$ cat src/rtl/mdio_responder.sv
// -----------------------------------------------------------------------------
// mdio_responder
//
// PHY-side MDIO management responder. It samples the serial frame that an MDIO
// generator drives on MDIO_OUT/MDC, decodes ST/OP/PHYAD/REGAD and then either
// performs a register write (WR_STB/WR_DATA/REG_ADDR) or returns register read
// data serially on MDIO_IN.
//
// Ports
//   clk          system clock, all logic on the rising edge
//   rst          synchronous active-low reset
//   MDC          management clock from the generator (synchronous to clk)
//   MDIO_OE      generator output enable; MDIO_OUT is only meaningful when high
//   MDIO_OUT     serial frame bit from the generator
//   RD_DATA      register-file read data for REG_ADDR
//   MDIO_IN      serial read data back to the generator
//   MDIO_ENABLE  high while this block drives MDIO_IN
//   REG_ADDR     REGAD of the current or last frame
//   WR_DATA      write payload
//   WR_STB       one-clk write strobe
//   RD_REQ       one-clk read request (REG_ADDR valid with it)
//   FRAME_ERR    one-clk pulse on a malformed or aborted frame
//
// Register-file read contract: RD_REQ pulses for one clk together with a valid
// REG_ADDR; the register file has until the bit-14 MDC rise to present RD_DATA,
// which is captured exactly once at that rise. There is no back-pressure.
// -----------------------------------------------------------------------------
module mdio_responder #(
  parameter logic [4:0] PHY_ADDR = 5'b00011
) (
  input  logic        clk,
  input  logic        rst,
  input  logic        MDC,
  input  logic        MDIO_OE,
  input  logic        MDIO_OUT,
  input  logic [15:0] RD_DATA,
  output logic        MDIO_IN,
  output logic        MDIO_ENABLE,
  output logic [4:0]  REG_ADDR,
  output logic [15:0] WR_DATA,
  output logic        WR_STB,
  output logic        RD_REQ,
  output logic        FRAME_ERR
);

  typedef enum logic [2:0] {
    S_IDLE, S_HDR, S_WR_BODY, S_RD_TA, S_RD_DATA, S_ABORT, S_SKIP
  } state_t;

  state_t      r_state;
  state_t      w_state_nxt;
  logic        r_mdc_q;
  logic        w_rise;
  logic        w_fall;
  logic [4:0]  r_cnt;        // index of the next frame bit (rise) expected
  logic [4:0]  w_cnt_nxt;
  logic [15:0] r_sh;
  logic [15:0] w_sh_nxt;
  logic [15:0] r_rd_sh;
  logic        r_op_wr;
  logic        w_err;
  logic        w_wr;
  logic        w_rd_req;
  logic        w_lat_op;
  logic        w_lat_reg;
  logic        w_load_rd;
  logic        w_ta;
  logic        w_shift_out;
  logic        w_release;

  assign w_rise   = MDC & ~r_mdc_q;
  assign w_fall   = ~MDC & r_mdc_q;
  // Shift-register contents including the bit arriving on this rise, so the
  // field checks below see the field that has just completed.
  assign w_sh_nxt = {r_sh[14:0], MDIO_OUT};

  always_comb begin
    w_state_nxt = r_state;
    w_cnt_nxt   = r_cnt;
    w_err       = 1'b0;
    w_wr        = 1'b0;
    w_rd_req    = 1'b0;
    w_lat_op    = 1'b0;
    w_lat_reg   = 1'b0;
    w_load_rd   = 1'b0;
    w_ta        = 1'b0;
    w_shift_out = 1'b0;
    w_release   = 1'b0;
    case (r_state)
      S_IDLE: begin
        if (w_rise && MDIO_OE) begin
          w_state_nxt = S_HDR;
          w_cnt_nxt   = 5'd1;
        end
      end
      S_HDR: begin
        if (w_rise) begin
          if (!MDIO_OE) begin
            // Generator let go in the middle of the header: nothing left to wait for.
            w_err       = 1'b1;
            w_state_nxt = S_IDLE;
            w_cnt_nxt   = 5'd0;
          end else begin
            w_cnt_nxt = r_cnt + 5'd1;
            case (r_cnt)
              5'd1: begin
                if (w_sh_nxt[1:0] != 2'b01) begin
                  w_err       = 1'b1;
                  w_state_nxt = S_ABORT;
                end
              end
              5'd3: begin
                if (w_sh_nxt[1:0] == 2'b01 || w_sh_nxt[1:0] == 2'b10) begin
                  w_lat_op = 1'b1;
                end else begin
                  w_err       = 1'b1;
                  w_state_nxt = S_ABORT;
                end
              end
              5'd8: begin
                if (w_sh_nxt[4:0] != PHY_ADDR) w_state_nxt = S_SKIP;
              end
              5'd13: begin
                w_lat_reg = 1'b1;
                if (r_op_wr) begin
                  w_state_nxt = S_WR_BODY;
                end else begin
                  w_rd_req    = 1'b1;
                  w_state_nxt = S_RD_TA;
                end
              end
              default: ;
            endcase
          end
        end
      end
      S_WR_BODY: begin
        if (w_rise) begin
          if (!MDIO_OE) begin
            w_err       = 1'b1;
            w_state_nxt = S_ABORT;
          end else if (r_cnt == 5'd31) begin
            w_wr        = 1'b1;
            w_state_nxt = S_IDLE;
            w_cnt_nxt   = 5'd0;
          end else begin
            w_cnt_nxt = r_cnt + 5'd1;
          end
        end
      end
      S_RD_TA: begin
        if (w_rise) begin
          if (r_cnt == 5'd14) begin
            w_load_rd = 1'b1;
            w_cnt_nxt = 5'd15;
          end else begin
            w_state_nxt = S_RD_DATA;
            w_cnt_nxt   = 5'd16;
          end
        end else if (w_fall && r_cnt == 5'd15) begin
          // Second turnaround bit: start driving a 0.
          w_ta = 1'b1;
        end
      end
      S_RD_DATA: begin
        if (w_rise) begin
          if (r_cnt == 5'd31) begin
            w_release   = 1'b1;
            w_state_nxt = S_IDLE;
            w_cnt_nxt   = 5'd0;
          end else begin
            w_cnt_nxt = r_cnt + 5'd1;
          end
        end else if (w_fall) begin
          w_shift_out = 1'b1;
        end
      end
      S_ABORT: begin
        if (w_rise && !MDIO_OE) begin
          w_state_nxt = S_IDLE;
          w_cnt_nxt   = 5'd0;
        end
      end
      S_SKIP: begin
        // Foreign frame: ride out all 32 rises so its data bits are not
        // mistaken for the start of a new frame.
        if (w_rise) begin
          if (r_cnt == 5'd31) begin
            w_state_nxt = S_IDLE;
            w_cnt_nxt   = 5'd0;
          end else begin
            w_cnt_nxt = r_cnt + 5'd1;
          end
        end
      end
      default: begin
        w_state_nxt = S_IDLE;
        w_cnt_nxt   = 5'd0;
      end
    endcase
  end

  always_ff @(posedge clk) begin
    if (!rst) begin
      r_state     <= S_IDLE;
      r_mdc_q     <= 1'b0;
      r_cnt       <= 5'd0;
      r_sh        <= 16'd0;
      r_rd_sh     <= 16'd0;
      r_op_wr     <= 1'b0;
      MDIO_IN     <= 1'b0;
      MDIO_ENABLE <= 1'b0;
      REG_ADDR    <= 5'd0;
      WR_DATA     <= 16'd0;
      WR_STB      <= 1'b0;
      RD_REQ      <= 1'b0;
      FRAME_ERR   <= 1'b0;
    end else begin
      r_state   <= w_state_nxt;
      r_mdc_q   <= MDC;
      r_cnt     <= w_cnt_nxt;
      WR_STB    <= w_wr;
      RD_REQ    <= w_rd_req;
      FRAME_ERR <= w_err;
      if (w_rise && MDIO_OE) r_sh <= w_sh_nxt;
      if (w_lat_op)  r_op_wr  <= (w_sh_nxt[1:0] == 2'b01);
      if (w_lat_reg) REG_ADDR <= w_sh_nxt[4:0];
      if (w_wr)      WR_DATA  <= w_sh_nxt;
      if (w_load_rd) r_rd_sh  <= RD_DATA;
      // MDIO_IN only moves on MDC falls so it is stable at every generator rise.
      if (w_ta) begin
        MDIO_ENABLE <= 1'b1;
        MDIO_IN     <= 1'b0;
      end else if (w_shift_out) begin
        MDIO_IN <= r_rd_sh[15];
        r_rd_sh <= {r_rd_sh[14:0], 1'b0};
      end else if (w_release) begin
        MDIO_ENABLE <= 1'b0;
        MDIO_IN     <= 1'b0;
      end
    end
  end

endmodule

$ cat config.mk
export PLATFORM = sky130hd
export DESIGN_NAME = mdio_responder
export DESIGN_NICKNAME = d
export VERILOG_FILES = /design/src/rtl/mdio_responder.sv
export SDC_FILE = /design/constraint.sdc
export NUM_CORES = 1
export LEC_CHECK = 0
export CAP_MARGIN = 0
export CORE_ASPECT_RATIO = 1.1
export CORE_MARGIN = 4
export CORE_UTILIZATION = 40
export CTS_CLUSTER_SIZE = 20
export DETAILED_ROUTE_END_ITERATION = 16
export PLACE_DENSITY = 0.64
export SYNTH_ARGS = -nofsm -noshare
export SYNTH_HDL_FRONTEND = slang
export SYNTH_SLANG_ARGS = --single-unit
$ cat constraint.sdc
create_clock -name clk -period 2.4 [get_ports clk]
set_input_delay 0.24 -clock clk [delete_from_list [all_inputs] [get_ports clk]]
set_output_delay 0.24 -clock clk [all_outputs]
set_load 0.02 [all_outputs]
**Word-level counts from Yosys, hierarchy flattened**

Index checks and enable logic that the tools add are counted.

- Register bits: 67

- Equal/unequal tests: 30
- Reduce and logical (&&, ||, !) cells: 14
- Bitwise gates (word level): 5
- $add $sub $neg: 1
- Multiplexer cells: 67

Operator list:

| cell | count |
|---|---|
| $mux 5 | 10 |
| $mux 16 | 3 |
| $mux 3 | 13 |
| $mux 1 | 36 |
| $pmux 5 s6 | 1 |
| $eq 5x4->1 const B | 4 |
| $pmux 3 s6 | 1 |
| $ne 2x2->1 const B | 8 |
| $ne 4x4->1 const B | 3 |
| $pmux 3 s4 | 1 |
| $reduce_and 11->1 | 1 |
| $eq 3x3->1 const B | 3 |
| $reduce_and 7->1 | 1 |
| $eq 3x2->1 const B | 2 |
| $ne 6x3->1 const B | 1 |
| $add 5x1->5 const B | 1 |
| $eq 5x1->1 const B | 1 |
| $eq 5x2->1 const B | 1 |
| $eq 5x5->1 const B | 1 |
| $ne 5x2->1 const B | 1 |
| $reduce_and 5->1 | 1 |
| $ne 2x1->1 const B | 2 |
| $pmux 1 s2 | 2 |
| $reduce_bool 2->1 | 2 |
| 11 further kinds | 17 |

**Logic depth before layout (Yosys ltp)**

- Depth after elaboration: 8
- Depth in mapped cells: 9

**Worst setup path after synthesis**

OpenSTA, ideal clock, no wires.

- Path kind: register -> register
- Start point: register r_cnt[0]
- End point: register r_cnt[2]
- Data arrival time: 1.718 ns
- Slack: 0.611 ns
- Cell stages (with the launch flop): 8
- Library setup time: 0.070 ns
- Buffers on the path: 0
- Path through: dfxtp_1 ha_1 and3_1 ha_1 o31a_1 a211oi_1 o21ai_0 a21oi_1

- Cells in the longest elaborated chain, start to end: 5

RTL lines:

| what | RTL line | RTL |
|---|---|---|
| start: declaration | 55 | `logic [4:0] r_cnt;` |
| start signal: assignment | 221 | `r_cnt <= w_cnt_nxt;` |
| $add 5x1->5 or $eq 5x5->1 (tied branches) | -- |  |
| $mux 5 | 142, 167, 188 |  |
| $mux 5 | 139 | `if (!MDIO_OE) begin` |
| $mux 5 | 138 | `if (w_rise) begin` |
| $pmux 5 s6 * | 89 | `case (r_state)` |

Every way passes the cells marked *; elsewhere a longest branch is shown, timed or not. The select of a mux whose other input is x is not followed.
A chain may end at the register's enable or synchronous reset.

**Worst setup path in the final report**

- Start point: register r_cnt[0]
- End point: register r_cnt[0]

The elaborated chain is that of the path after synthesis.

==> results.txt <==
Cells after Synth = 375
Final number of max-transition violations = 0
Area share of xor/xnor cells in the synthesized design = 0%
Commonest non-fill, non-tap cell in the layout = sky130_fd_sc_hd__nand2_1
Simple-gate share of the synthesized area = 22.6%
Number of nets in the final layout = 447
Fraction of synthesized area in multiplexers = 7.48%
Critical Path RT = 2.61 ns
Placeable core area = 7510 um2
Drt first-iter violations = 151
Hold Worst Slack = 0.454 ns
Final HPWL DP = 4700 um
Clk root buf = sky130_fd_sc_hd__clkbuf_8
Sequential share of the synthesized area = 43.3%
Cell family contributing the most delay on the critical path = compound AO/OA/AOI/OAI gates
Vias after detailed routing = 2657
Count of endpoints failing setup in the final report = 0
Clock transition at the registers of the reported paths = 0.08 ns
Clk network pwr share = 42.2%
Routed length per instance = 12.7 um
Warning count from the yosys run = 0
Sw frac = 24.5%
Hold violation total from the final report = 0
Antenna violations before repair = 0
Critical path class = reg -> reg
Number of enable-type register cells in the synthesized netlist = 0
Fraction of the mapped netlist area in compound gates = 17.0%
FMAX = 476 MHz
Syn Area/Cell = 8.25 um2
Worst max-slew margin expressed relative to the limit = 55.9%
Type of the most critical hold path = reg -> reg
Bufs and invs on worst path = 0
Die Y-Extent = 100 um
Proportion of register bits with asynchronous set or reset after synthesis = 0%
Worst voltage drop across the vdd grid = 0.399 mV
Final weighted congestion in routability-driven placement = 0.848
First-pass GRT wire length = 11400 um
Final sum of negative setup slack = 0 ns
Share of the clock period used by the worst path after layout = 87.6%
Grt total ovfl = 0
TritonCTS clock tree = done
Sinks on Clock Net = 67
Cts hold-fix bufs = 0
Max Fanout on Critical Path = 6
Synth Area in Adders = 3.64%
Number of search-and-repair iterations in the first detailed-routing pass = 4
Cell area after technology mapping = 3090 um2
CP cell instances = ha_1, and3_1, ha_1, o31a_1, o22ai_1, a22oi_1, nor2_1
Flip-flop and latch count after synthesis = 67
Main area contributors after synthesis = sky130_fd_sc_hd__dfxtp_1 43%, sky130_fd_sc_hd__nand2_1 9.2%, sky130_fd_sc_hd__a21oi_1 7.1%
Number of buffers inserted during clock tree synthesis = 9
Endpoint class of the critical path = flip-flop
Met3 routed WL = 285 um
Remaining antenna violation count after routing = 0
Antenna fix cells = 0
Net load switching power = 0.544 mW
Combinational family with the most area after synthesis = simple AND/OR/NAND/NOR gates
Cell variety after synth = 47
Drt drc = 0
Area overhead of the layout relative to synthesis = 23.6%
Cell Rows = 33
Total detailed-routing wirelength = 6720 um
Library cell occupying the most area in the post-synthesis netlist = sky130_fd_sc_hd__dfxtp_1
Flop pwr share = 51.1%
Worst EP arrival = 2.31 ns
Maximum number of pins on one net before global-route repair = 45
Post-synth top flop = sky130_fd_sc_hd__dfxtp_1
Level count of the clock H-tree = 3
Count of cells resized by post-cts repair = 0
Share of cells above drive strength 1 = 6.87%
Startpoint class of the critical path = flip-flop
Clk Latency, worst-skew pair = 0.35 ns
Placement Cell Area = 3630 um2
Setup repair after global routing missed its margin = no
Internal Pwr Total = 1.67 mW
Delay of the slowest critical-path stage = 0.44 ns
Final non-filler cell area = 3820 um2
Area fraction of the dominant cell type after synthesis = 43.3%
Pin slew with the least headroom to its limit = 0.660 ns
Max Cap Violations = 0
Deepest clock path buffer count = 2
Static Leak = 1.38 nW
Post-CTS repair timing setup buffer count = 0
Max layer used = met4
Initial cell density of the core = 41.2%
Number of port buffers = 46
Final total power = 2.22 mW
Length of routed met2 wiring = 3210 um
Vias in the first global route = 2502
Status = finished clean
# fillers = 737
Commonest cells after routing, fill and taps aside = 76 x sky130_fd_sc_hd__nand2_1, 67 x sky130_fd_sc_hd__dfxtp_1, 46 x sky130_fd_sc_hd__clkdlybuf4s50_1
Power density over the cells = 580 nW/um2
Routed metal-1 wire length = 3120 um
Comb pwr share = 6.7%
Die width = 91.9 um
Number of ports placed on the die boundary = 47
Worst reg-to-reg setup slack = 0.30 ns
Synthesized Nets = 405
Most repeated library cell on the critical path = sky130_fd_sc_hd__ha_1
Fin crit period = 2.10 ns
Slowest cell on the critical path = sky130_fd_sc_hd__dfxtp_1
Via count normalized by instance count = 5.04
Total routing resource utilization after global routing = 15.2%
Maximum clock skew at final layout = 0.0132 ns
Die ar. = 9210 um2
## power by group through the flow
stage	Sequential [mW]	Combinational, mW	Clock (mW)
finish	1.13	0.148	0.937
global route	1.13	0.163	1.03
CTS	1.13	0.148	0.970
detailed placement	1.16	0.147	0
global placement	1.16	0.147	0
floorplan	1.15	0.0917	0
## worst reg2reg max path, stage by stage (launching register included)
cell and delay (ns):
sky130_fd_sc_hd__dfxtp_1 0.44, sky130_fd_sc_hd__ha_1 0.29, sky130_fd_sc_hd__and3_1 0.25, sky130_fd_sc_hd__ha_1 0.29, sky130_fd_sc_hd__o31a_1 0.30, sky130_fd_sc_hd__o22ai_1 0.12
sky130_fd_sc_hd__a22oi_1 0.21, sky130_fd_sc_hd__nor2_1 0.08
## per-layer routing
metal	up-vias	track usage, %
li1	1380	-
met1	1217	18.7
met2	49	24.5
met3	11	5.17
met4	0	6.29
met5	-	0
## cell type report
type	count	area, um2	share of cell area [%]
Inverter	11	41.3	1.08
Clock buffer	9	124	3.24
Clock inverter	7	75.1	1.96
Multi-Input combinational cell	271	1570	41.0
Sequential cell	67	1340	35.1
Timing Repair Buffer	57	543	14.2
Tap cell	105	131	3.43
## stage by stage
step	instances	setup slack [ns]	utilization [%]
2_1_floorplan	375	0.611	-
6_report	527	0.297	50.9
3_3_place_gp	511	0.340	48.3
5_1_grt	527	0.184	50.9
3_5_place_dp	511	0.286	48.3
4_1_cts	527	0.322	50.9
## cell families (layout without fill, tap and decap cells)
family	Yosys count	after routing
AND/OR/NAND/NOR	151	151
AO/OA/AOI/OAI	88	88
adder cells (fa/ha/maj)	9	9
flip-flops	67	67
multiplexers	23	23
buffers and inverters	37	84
## final timing paths
kind / end / depth (start not counted) / from
max: r_cnt[0] / 7 / r_cnt[0]
min reg2reg: WR_DATA[15] / 2 / r_sh[14]
min: WR_DATA[15] / 2 / r_sh[14]
max reg2reg: r_cnt[0] / 7 / r_cnt[0]
## state kept, by name, summed over array words and instances (netlist names)
register	count
MDIO_ENABLE	1
r_cnt	5
WR_STB	1
FRAME_ERR	1
REG_ADDR	5
r_rd_sh	16
r_op_wr	1
r_mdc_q	1
RD_REQ	1
WR_DATA	16
r_sh	15
MDIO_IN	1
r_state	3
## Yosys cell counts, drive strengths merged (2+ instances only)
cell type	instances
mux2i	22
nor2	31
nand2	76
ha	9
o21a	2
a21o	2
a21oi	44
nor2b	5
nand3	7
nor3	6
o31ai	2
dfxtp	67
inv	10
and2	5
a22oi	2
buf	12
a211oi	17
nand4	4
nor3b	3
and4bb	2
o21ai	11
clkbuf	14
and3	3
nand4b	2
Power figures use the tool's default switching activity.
